[config.mk]
export PLATFORM = sky130hd
export DESIGN_NAME = matrix_inv_sequencer
export DESIGN_NICKNAME = d
export VERILOG_FILES = /design/src/rtl/matrix_inv_sequencer.sv
export SDC_FILE = /design/constraint.sdc
export NUM_CORES = 1
export LEC_CHECK = 0
export ABC_AREA = 0
export CORE_UTILIZATION = 38
export DETAILED_ROUTE_END_ITERATION = 8
export GPL_TIMING_DRIVEN = 0
export SLEW_MARGIN = 20
export SYNTH_ARGS = -nofsm -noshare
export SYNTH_HDL_FRONTEND = slang
export SYNTH_SLANG_ARGS = --single-unit
[constraint.sdc]
create_clock -name clk -period 2.8 [get_ports clk]
set_input_delay 0.28 -clock clk [delete_from_list [all_inputs] [get_ports clk]]
set_output_delay 0.28 -clock clk [all_outputs]
set_load 0.005 [all_outputs]
[src/rtl/matrix_inv_sequencer.sv]
// matrix_inv_sequencer: control FSM for an N x N Gauss-Jordan inversion datapath (load, NORM/ELIM per pivot, read-out).
// Define PIVOT_SWAP_EN to search lower rows for a nonzero pivot and issue SWAP instead of failing on a zero pivot.
module matrix_inv_sequencer #(
    parameter int N  = 5,
    parameter int AW = 5,
    parameter int IW = 3
) (
    input  logic          clk,
    input  logic          reset,
    input  logic          start,
    output logic          busy,
    output logic          done,
    output logic          err_singular,
    output logic          mem_rd,
    output logic [AW-1:0] mem_addr,
    output logic          dp_load,
    output logic [IW-1:0] dp_row,
    output logic [IW-1:0] dp_col,
    output logic [1:0]    dp_op,
    output logic [IW-1:0] dp_k,
    output logic [IW-1:0] dp_i,
    output logic          dp_valid,
    input  logic          dp_ready,
    output logic [IW-1:0] dp_probe_row,
    input  logic          dp_pivot_zero,
    output logic [AW-1:0] out_addr,
    output logic          out_valid,
    input  logic          out_ready
);
    localparam logic [3:0] S_IDLE    = 4'd0;
    localparam logic [3:0] S_LOAD    = 4'd1;
    localparam logic [3:0] S_CHECK   = 4'd2;
    localparam logic [3:0] S_NORM    = 4'd3;
    localparam logic [3:0] S_ELIM    = 4'd4;
    localparam logic [3:0] S_READOUT = 4'd5;
    localparam logic [3:0] S_DONE    = 4'd6;
    localparam logic [3:0] S_ERROR   = 4'd7;
`ifdef PIVOT_SWAP_EN
    localparam logic [3:0] S_SEARCH  = 4'd8;
    localparam logic [3:0] S_SWAP    = 4'd9;
`endif
    localparam logic [AW-1:0] LAST_A = AW'(N * N - 1);
    localparam logic [IW-1:0] LAST_I = IW'(N - 1);

    logic [3:0]    state;
    logic [AW-1:0] ld_cnt, o_cnt;
    logic [IW-1:0] ld_r, ld_c, k, i, last_i, nxt_i;
    logic          hs, is_swap;

    // Outputs decode from state so an async reset zeroes them immediately.
    always_comb begin
`ifdef PIVOT_SWAP_EN
        is_swap = state == S_SWAP;
        dp_probe_row = (state == S_CHECK) ? k : (state == S_SEARCH) ? i : '0;
`else
        is_swap = 1'b0;
        dp_probe_row = (state == S_CHECK) ? k : '0;
`endif
        busy = state != S_IDLE;
        done = state == S_DONE || state == S_ERROR;
        mem_rd = state == S_LOAD;
        mem_addr = mem_rd ? ld_cnt : '0;
        dp_valid = state == S_NORM || state == S_ELIM || is_swap;
        dp_op = (state == S_NORM) ? 2'd1 : (state == S_ELIM) ? 2'd2 : is_swap ? 2'd3 : 2'd0;
        dp_k = dp_valid ? k : '0;
        dp_i = (state == S_ELIM || is_swap) ? i : '0;
        out_valid = state == S_READOUT;
        out_addr = out_valid ? o_cnt : '0;
        hs = dp_valid & dp_ready;
        last_i = (k == LAST_I) ? LAST_I - 1'b1 : LAST_I;
        nxt_i = (IW'(i + 1'b1) == k) ? IW'(i + 2'd2) : IW'(i + 1'b1);
    end

    always_ff @(posedge clk or negedge reset) begin
        if (!reset) begin
            state <= S_IDLE;
            ld_cnt <= '0;
            ld_r <= '0;
            ld_c <= '0;
            k <= '0;
            i <= '0;
            o_cnt <= '0;
            err_singular <= 1'b0;
            dp_load <= 1'b0;
            dp_row <= '0;
            dp_col <= '0;
        end else begin
            dp_load <= mem_rd;
            dp_row <= mem_rd ? ld_r : '0;
            dp_col <= mem_rd ? ld_c : '0;
            case (state)
                S_IDLE: if (start) begin
                    state <= S_LOAD;
                    err_singular <= 1'b0;
                    ld_cnt <= '0;
                    ld_r <= '0;
                    ld_c <= '0;
                    k <= '0;
                    i <= '0;
                    o_cnt <= '0;
                end
                S_LOAD: if (ld_cnt == LAST_A) state <= S_CHECK;
                else begin
                    ld_cnt <= ld_cnt + 1'b1;
                    ld_c <= (ld_c == LAST_I) ? '0 : ld_c + 1'b1;
                    ld_r <= (ld_c == LAST_I) ? ld_r + 1'b1 : ld_r;
                end
`ifdef PIVOT_SWAP_EN
                S_CHECK: if (!dp_pivot_zero) state <= S_NORM;
                else if (k == LAST_I) state <= S_ERROR;
                else begin
                    state <= S_SEARCH;
                    i <= k + 1'b1;
                end
                S_SEARCH: if (!dp_pivot_zero) state <= S_SWAP;
                else if (i == LAST_I) state <= S_ERROR;
                else i <= i + 1'b1;
                S_SWAP: if (hs) state <= S_NORM;
`else
                S_CHECK: state <= dp_pivot_zero ? S_ERROR : S_NORM;
`endif
                S_NORM: if (hs) begin
                    state <= S_ELIM;
                    i <= (k == '0) ? IW'(1) : '0;
                end
                S_ELIM: if (hs) begin
                    if (i != last_i) i <= nxt_i;
                    else if (k == LAST_I) state <= S_READOUT;
                    else begin
                        k <= k + 1'b1;
                        state <= S_CHECK;
                    end
                end
                S_READOUT: if (out_ready) begin
                    if (o_cnt == LAST_A) state <= S_DONE;
                    else o_cnt <= o_cnt + 1'b1;
                end
                S_ERROR: begin
                    err_singular <= 1'b1;
                    state <= S_IDLE;
                end
                default: state <= S_IDLE;
            endcase
        end
    end
endmodule
== After elaboration in Yosys (flattened, before gate mapping) ==
Index checks and enable logic that the tools add are counted.

* Add/sub/neg operators: 7
* Multipliers: 0
* Divide/modulo/power cells: 0
* Order comparisons: 0
* Equality and inequality tests: 25
* Shift operators: 0
* Mux-type cells: 45
* Bitwise logic cells: 1
* Reduce and logical (&&, ||, !) cells: 17

{| class="wikitable"
|+ Operators by type and width
! kind !! count
|-
| $mux W3 || 20
|-
| $mux W5 || 6
|-
| $mux W4 || 7
|-
| $pmux W4 S6 || 1
|-
| $pmux W5 S2 || 2
|-
| $pmux W3 S2 || 3
|-
| $eq A4 B3 Y1 const B || 4
|-
| $ne A2 B2 Y1 const B || 7
|-
| $add A3 B1 Y3 const B || 4
|-
| $add A5 B1 Y5 const B || 2
|-
| $eq A5 B5 Y1 const B || 2
|-
| $ne A2 B1 Y1 const B || 5
|-
| $reduce_and A5 Y1 || 2
|-
| $pmux W3 S3 || 1
|-
| $eq A4 B2 Y1 const B || 2
|-
| $reduce_and A4 Y1 || 2
|-
| $reduce_bool A2 Y1 || 4
|-
| $reduce_and A7 Y1 || 1
|-
| $eq A3 B3 Y1 const B || 2
|-
| $eq A4 B1 Y1 const B || 1
|-
| $logic_not A4 Y1 || 1
|-
| $mux W2 || 2
|-
| $reduce_bool A4 Y1 || 1
|-
| $add A3 B2 Y3 const B || 1
|-
| 10 further kinds || 12
|}

* Register bits after elaboration: 34
* Latch bits: 0
* RAM bits: 0
* ROM bits: 0
* Input port bits: 6
* Output and inout port bits: 34
* Word-level logic and storage cells: 106
* Memories: 0

== Logic depth before layout (Yosys ltp) ==
* Depth in word-level cells: 6
* Depth in mapped cells: 8
* Depth with buffers taken out: 7

== Least setup slack after synthesis ==
OpenSTA, ideal clock, no wires.

* Kind: reg2reg
* Start point: register k[0]
* End point: register k[2]
* Data arrival time: 1.703 ns
* Setup slack: 0.976 ns
* Cell stages (with the launch flop): 7
* Buffers on the path: 0
* Period minus slack after synthesis: 1.824 ns
* Cells stage by stage: dfrtp_1 > inv_1 > ha_1 > a211o_1 > mux2i_1 > a21oi_1 > a22o_1

* Word-level cells in the longest chain between the ends: 5
* Elaborated cells between the ends (all ways): 11

{| class="wikitable"
|+ Ends and longest elaborated chain
! what !! line !! RTL
|-
| from (decl) || 47 || <nowiki>logic [IW-1:0] ld_r, ld_c, k, i, last_i, nxt_i;</nowiki>
|-
| from (signal assigned) || 130 || <nowiki>k <= k + 1'b1;</nowiki>
|-
| $add A3 B1 Y3 or $eq A3 B3 Y1 (tied branches) || 130, 70, 128 ||
|-
| $mux W3, on equally long branches || 128, 70 ||
|-
| $mux W3 or $ne A3 B3 Y1 (tied branches) || 127 || <nowiki>if (i != last_i) i <= nxt_i;</nowiki>
|-
| $mux W3 or $ne A2 B2 Y1 (tied branches) || -- ||
|-
| $pmux W3 S2 or $reduce_and A5 Y1 (tied branches) || -- ||
|}

Parallel ways exist; a longest one is shown, timed or not. The select of a mux whose other input is x is not followed.
A chain may end at the register's enable or synchronous reset.

== Final worst setup path ==
* Start point: register state[1]
* End point: output port mem_addr[3]

* Word-level cells in the longest chain between the ends: 2

{| class="wikitable"
|+ Ends and longest elaborated chain
! what !! line !! RTL
|-
| from (decl) || 45 || <nowiki>logic [3:0] state;</nowiki>
|-
| from (signal assigned) || 120 || <nowiki>S_CHECK: state <= dp_pivot_zero ? S_ERROR : S_NORM;</nowiki>
|-
| $eq A4 B1 Y1 || 61 || <nowiki>mem_rd = state == S_LOAD;</nowiki>
|-
| $mux W5 || 62 || <nowiki>mem_addr = mem_rd ? ld_cnt : '0;</nowiki>
|-
| to (decl) || 15 || <nowiki>output logic [AW-1:0] mem_addr,</nowiki>
|}

No other way between the ends.

==> run_results.csv <==
group,metric,value,unit
layout,design_area,0.002644,mm²
clock_network,cts_max_level,2,
yosys,synthTopCellsByArea,"dfrtp_1 41%, ha_1 6.2%, and2_1 4.0%",
drt,drc,0,
worst_setup_path,r2r_start,"k[0]",
clock_network,cts_resized,0,
pwr,power.density,882.7,mW/mm²
worst_setup_path,startpoint,"state[1]",
clock_network,clock-sinks,33,
yosys,synth_cells,220,
worst_setup_path,endpoint_kind,"primary output",
die,core,0.005140,mm²
pwr,peakVddDrop,0.3556,mV
worst_setup_path,worst-path-max-fanout,11,
clock_network,cts_buffers,5,
die,die_area,0.005637,mm²
yosys,synth_enable_flop_cells,0,
place,port_buffers,39,
clock_network,path_clk_slew,0.07,ns
worst_setup_path,worstPathArrival,2.18,ns
drt,routedWlPerCell,12.70,µm
clock_network,clk_path_buf_depth,2,
worst_setup_path,cp_data_required_time,2.52,ns
drt,antenna_left,0,
worst_setup_path,worstSetupPathType,"flip-flop to primary output",
worst_setup_path,worst-r2r-cell-count,6,
drt,num_vias,1711,
yosys,synth-seq-cells,33,
sta,finalMaxSlewViolations,0,
sta,rsz0062_at_grt,"false",
global_routing,grt_pass1_wl,6900,µm
global_routing,antenna_found_initial,0,
place,dp_hpwl,3099,µm
pwr,p_total,0.002334,W
global_routing,grt_usage,0.1637,
layout,syn_to_final_growth,30.27,%
place,gp_congestion,0.7761,
sta,fin_crit_sh,0.8800,
yosys,synth_cell_types,49,
pwr,p_leak,1.186,nW
global_routing,grt_pass1_vias,1456,
yosys,synthTopCellsByCount,"33 x dfrtp_1, 21 x nand2_1, 20 x nor2_1",
yosys,syn-num-nets,236,
yosys,yosysWarnings,0,
yosys,synth.avg_cell_area,9.225,µm²
sta,finalSetupViolCount,0,
hold_path,hold_class,"input port to asynchronous set/reset pin",
global_routing,grt_remaining_overflow,0,
drt,finalWirelength,4293,µm
die,die_y,75.08,µm
layout,drive_above_1_share,0.1082,
worst_setup_path,start_kind,"flip-flop",
yosys,synth_area,0.002029,mm²
layout,nets,284,
clock_network,cts_tree,"built",
die,io_pins,40,
sta,hold_viol_final,0,
global_routing,met2_usage,0.2593,
sta,fin_crit,2.464,ns
yosys,yosys.cell_count.top_type,"dfrtp_1",
worst_setup_path,reg2reg_slack,0.70,ns
die,start_util,0.3948,
place,place_area,0.002530,mm²
global_routing,grt.met1_usage,0.2213,
worst_setup_path,r2r_end,"k[2]",
global_routing,top_usage_layer,"met2",
yosys,ys_seq_area_frac,0.4069,
die,rows,26,
sta,setup_tns,0,ns
global_routing,grtUsageMet3,0.02811,
layout,n_antenna_cell,0,
outcome,status,"finished, final reports clean",
yosys,synth-main-ff-cell,"dfrtp_1",
clock_network,insertion_delay,0.28,ns
drt,via_per_inst,5.062,
sta,worst_pin_slew,0.6626,ns
sta,clock_skew,0.004688,ns
yosys,synth_top_area_frac,0.4069,
worst_setup_path,crit_path_end,"mem_addr[3]",
yosys,yosysTopAreaCell,"dfrtp_1",
clock_network,clockRootBuffer,"clkbuf_8",
sta,holdWs,0.4468,ns
die,die_x,75.08,µm
global_routing,grt_max_degree,22,
layout,fillers,511,
sta,relSlewSlack,0.5520,
sta,fmax,405.9,MHz
drt,drt_iter0_drc,58,
drt,dr.pass1.iters,4,
job,cap_violations,0,
yosys,async_flop_share,1.000,
## power by group
group | internal [W] | switching [W]
Sequential | 0.000603 | 0.000114
Clock | 0.000259 | 0.000179
Combinational | 0.000552 | 0.000626
Total | 0.00141 | 0.000920
## logic make-up (layout without fill, tap and decap cells)
family	after synthesis	count (layout)	share of synthesized area
buffers and inverters	30	78	0.07644
muxes	3	3	0.01541
DFF	33	33	0.4069
AOI/OAI and AO/OA	46	46	0.1572
and+or+nand+nor	87	87	0.2312
adders and majority gates	10	10	0.06165
xor gates and xnor gates	11	11	0.05117
## how the worst min path moves through the flow
stage,end,slack [ns],startpoint,cells after the start
after global routing,k[1],0.47,reset,2
after CTS,ld_cnt[1],0.45,reset,2
after floorplan,dp_col[0],-0.02,reset,0
after global placement,dp_row[2],0.49,ld_r[2],1
final,ld_cnt[1],0.45,reset,2
after detailed placement,ld_cnt[1],0.22,reset,1
## flip-flops by register name, summed over array words and instances, names as in the netlist
| name | flops |
|---|---|
| ld_r | 3 |
| ld_c | 3 |
| dp_row | 3 |
| state | 3 |
| dp_col | 3 |
| ld_cnt | 5 |
| i | 3 |
| err_singular | 1 |
| o_cnt | 5 |
| dp_load | 1 |
| k | 3 |
## routing by layer
layer	vias to the layer above	part of all wire
li1	856	-
met1	816	0.48
met2	34	0.47
met3	5	0.033
met4	0	0.013
met5	-	0
## what timing repair did
| action | in CTS | in global routing |
|---|---|---|
| hold endpoints to repair | 12 | 0 |
| setup buffers | 0 | 0 |
| hold buffers | 1 | 0 |
## critical path, cell delays in order, from the launching register on
cell             delay [ns]
dfrtp_1                0.45
or3b_1                 0.42
buf_6                  0.15
inv_2                  0.05
buf_2                  0.19
and2_1                 0.14
clkdlybuf4s50_1        0.49
## layout make-up
cell class | count | area [µm²] | area share
multi-input cells | 157 | 1049 | 0.3966
well taps | 70 | 87.58 | 0.03313
clock buffers | 5 | 68.82 | 0.02603
repair buffers | 41 | 422.9 | 0.1600
plain buffers | 12 | 86.33 | 0.03265
clock inverters | 2 | 35.03 | 0.01325
inverters | 18 | 68.82 | 0.02603
flip-flops and latches | 33 | 825.8 | 0.3124
## through the flow
step | setup slack [ns] | utilization | instances
floorplan | 0.9759 | - | 220
detailed placement | 0.5694 | 0.4922 | 330
global placement | 0.5786 | 0.4878 | 329
CTS | 0.3202 | 0.5144 | 338
finish | 0.3361 | 0.5144 | 338
global route | 0.2037 | 0.5144 | 338
## cell usage in the layout, fill, tap and decap left out, types with 3 or more instances in the layout
cell type	n
nand2_1	21
ha_1	10
nand4_1	3
xor2_1	4
and3_1	3
a21oi_1	11
and2_1	13
dfrtp_1	33
nor2_1	20
nand3_1	7
inv_1	16
nor4b_1	3
nand4b_1	3
buf_6	4
xnor2_1	6
clkdlybuf4s50_1	38
o21ai_0	13
buf_2	7
nand3b_1	3
clkbuf_8	5
(Power assumes the default switching activity.)
==> RTL change 1 (same flow settings) <==
`IW`: 3 -> 5.
--- a/src/rtl/matrix_inv_sequencer.sv
+++ b/src/rtl/matrix_inv_sequencer.sv
@@ -5,3 +5,3 @@
     parameter int AW = 5,
-    parameter int IW = 3
+    parameter int IW = 5
 ) (
Ports: changed (5 resized); port bits go from 40 to 50. No check against the original RTL was run, so the function may have changed too.
==> RTL change 1 against the original RTL <==
Hold slack gained 0.055 ns; via count grew 34%; cell area grew 33%; routed wire length grew 43%; core utilization shrank 0.58 points; sequential share of layout area grew 0.83 points; synthesized cell count grew 35%; power grew 15%; setup slack lost 0.10 ns; area after synthesis grew 37%; sequential cell count grew 12; critical path type unchanged.
==> RTL change 1: results (changes against the original RTL) <==
met3 wire length=258 um (+82%); most instantiated cells after synthesis=dfrtp_1, nand2_1, and2_1; DR iter-0 viols=127 (+120%); CTS clock-pin slew for the worst setup and hold paths=0.09 ns (+0.02 ns); Sw Pwr=1.11 mW (+20%); Slew headroom=0.623 (+0.0708); total global routing track utilization=0.170 (+0.00609); non-clock buffer count in the final layout=67 (+26%); mapped cell area=0.00277 mm^2 (+37%); Critical Path Start=state[0]; final-layout non-clock buffer area share=0.171 (-0.0213); pin count of the biggest net entering global routing=25 (+14%); WP data arrival=2.28 ns (+0.10 ns); comb_multi_in=220 (+40%); filler cell count=681 (+33%); number of non-clock inverters=16 (-2); Max VDD drop=0.309 mV (-13%); GPL Wtd Cong=0.834 (+7.5%); final net count=372 (+31%); sequential cell area share=0.321 (+0.00828); synthesized flop and latch total=45 (+36%); placed insts=443 (+34%); synth-to-layout area growth=26.6%; library cells used by synthesis=63 (+29%); wire per inst=13.6 um (+7.1%); M1 GR Usage=0.246 (+0.0250); Syn Area/Cell=9.34 um^2 (+1.2%); number of buffers added on ports=49 (+26%); via density per instance=5.08 (+0.39%); Post-DP Area=0.00341 mm^2 (+35%); status=complete, no violations
==> RTL change 1: cell types whose count changed in the layout (fill, tap and decap cells not counted), moves of 6 or more <==
cell             delta
clkbuf_1            +7
o21ai_0             +6
clkdlybuf4s50_1    +10
and3_1              +8
dfrtp_1            +12
nor3_1              +7
and2_1             +10
==> RTL change 1: power by group through the flow <==
stage	registers, mW	logic [mW]	clock network (mW)
6_report	0.933	1.35	0.410
5_1_grt	0.955	1.51	0.452
4_1_cts	0.931	1.36	0.426
3_5_place_dp	0.945	1.35	0
3_3_place_gp	0.942	1.33	0
2_1_floorplan	0.907	0.949	0
==> RTL change 1: cells by family (layout without fill, tap and decap cells) <==
family	Yosys count	after routing	share of synthesized area
compound gates	60	60	0.141
mux	6	6	0.0235
simple gates	127	127	0.267
flops	45	45	0.406
buf+inv	32	91	0.0514
fa+ha+maj	11	11	0.0496
xor+xnor	16	16	0.0609
==> RTL change 2 (config.mk and constraints unchanged) <==
Without the edit above. One comparison of `o_cnt` changes from == to >=.
--- a/src/rtl/matrix_inv_sequencer.sv
+++ b/src/rtl/matrix_inv_sequencer.sv
@@ -134,3 +134,3 @@
                 S_READOUT: if (out_ready) begin
-                    if (o_cnt == LAST_A) state <= S_DONE;
+                    if (o_cnt >= LAST_A) state <= S_DONE;
                     else o_cnt <= o_cnt + 1'b1;
Behaviour: no difference found for any inputs over 10 cycles, from zero or initial values and one cycle with reset low; that may be too few to reach the edited logic, so the function may still have changed.
==> RTL change 2 against the original RTL <==
Area after synthesis up 2.5%; setup slack better by 0.0058 ns; power grew 1.2%; count of clock-buffer cells in the layout is the same; largest power group unchanged; first-iteration DRC count shrank 17%; highest routed layer unchanged; cell area increased by 2.2%; routed wire length up 5.0%; critical path depth is 1 lower; die area rose by 2.5%; sequential cell count did not move; non-clock buffer count is 2 lower.
==> RTL change 2: results (changes against the original RTL) <==
status=complete, no violations; CTS buffer count=5 (unchanged); pin count of the biggest net entering global routing=20 (-9.1%); final hold violations=0 (unchanged); first-pass GRT wire length=7720 um (+12%); drt first pass iters=4 (unchanged); Post-Place Worst Slack=0.438 ns (-0.131 ns); met3 usage=0.0395 (+0.0114); ys flop type=dfrtp_1; number of buffers added on ports=38 (-2.6%); Max VDD drop=0.433 mV (+22%); GPL Wtd Cong=0.779 (+0.40%); most instantiated cells after synthesis=dfrtp_1, and2_1, nand2_1; library cells used by synthesis=47 (-4.1%); syn_nets=240 (+1.7%); top post-synthesis cells by area=dfrtp_1, and2_1, ha_1; Hold Path Class=input pin to flop; Synth async-reset ratio=1.00 (unchanged); CTS clock-pin slew for the worst setup and hold paths=0.07 ns (about the same); Slew @ Worst Pin=0.652 ns (-0.0110 ns); M1 GR Usage=0.226 (+0.00508); Max clock buf depth=2 (unchanged); filler cell count=511 (unchanged); clk_lat worst skew=0.29 ns; global-route met2 utilization=0.269 (+0.00983); via density per instance=5.01 (-1.1%); total global routing track utilization=0.168 (+0.00469); final setup skew=0.00476 ns (+0.0000678 ns); layout cells sized above 1=0.0919 (-0.0163); final net count=287 (+1.1%); diodes inserted=0 (unchanged); Final HPWL DP=3310 um (+6.9%); maximum fanout along the worst path=11 (unchanged); sequential-to-total area share from yosys stat=0.397 (-0.0100); vias in the first global route=1583 (+8.7%); critical path's slowest cell=clkdlybuf4s50_1; DR iter-0 viols=48 (-17%); total leakage power=1.16 nW (-2.2%); wire per inst=13.2 um (+3.8%)
## RTL change 2: cell count changes in the layout (fill, tap and decap cells not counted), moves of 3 or more
cell / change
a21oi_1: +5
o21ai_1: +8
nor4b_1: -3
o21ai_0: -8
inv_1: -4
buf_2: -4
and2_1: +10
nor2_1: -4
clkbuf_1: +4
## RTL change 2: where the power goes
part / internal (mW) / switching [mW]
logic: 0.544 / 0.633
clock network: 0.266 / 0.191
registers: 0.603 / 0.125
total: 1.41 / 0.950
## RTL change 2: path summary, 6_finish.rpt
path                               end  slack (ns)      start  cells after the start
setup / recovery           mem_addr[1]        0.34   state[1]                      5
hold / removal                state[1]        0.42   dp_ready                      2
setup reg to reg              state[2]        0.59  ld_cnt[0]                      7
hold reg to reg                ld_r[1]        0.51    ld_r[1]                      2
max in group asynchronous     o_cnt[1]        1.92      reset                      3
min in group asynchronous    ld_cnt[0]        0.45      reset                      2
## RTL change 2: layer usage
metal / vias to the layer above / share of wire
met3: 6 / 0.037
met4: 0 / 0.011
met5: - / 0
li1: 876 / -
met1: 794 / 0.49
met2: 37 / 0.46
## RTL change 2: kinds of logic after synthesis
kind of cell	count (synthesis)	share of synthesized area
fa+ha+maj	10	0.0601
buf+inv	24	0.0649
mux	3	0.0156
compound gates	50	0.161
simple gates	93	0.255
xor+xnor	11	0.0463
flops	33	0.397
## RTL change 2: repair_timing
item | 4_1_cts | 5_1_grt
endpoints found under the setup margin | 0 | 5
endpoints found under the hold margin | 14 | 0
resized for setup | 0 | 1
hold buffers | 1 | 0
buffers inserted | 0 | 0
## RTL change 2: layout make-up
class	instances	area, um^2	area share
plain buffers	11	73.8	0.0273
clock buffers	5	68.8	0.0255
clock inverters	3	46.3	0.0171
inverters	13	61.3	0.0227
multi-input cells	167	1120	0.416
flip-flops and latches	33	826	0.306
well taps	70	87.6	0.0324
repair buffers	40	413	0.153
## RTL change 2: through the flow
step / cells / cell area (um^2) / power (mW) / hold WS, ns
final: 342 / 2700 / 2.36 / 0.421
after global placement: 332 / 2550 / 1.89 / 0.489
after detailed placement: 333 / 2570 / 1.91 / 0.232
after global routing: 342 / 2700 / 2.56 / 0.436
after floorplan: 224 / 2080 / 1.53 / -0.0156
after CTS: 342 / 2700 / 2.38 / 0.416
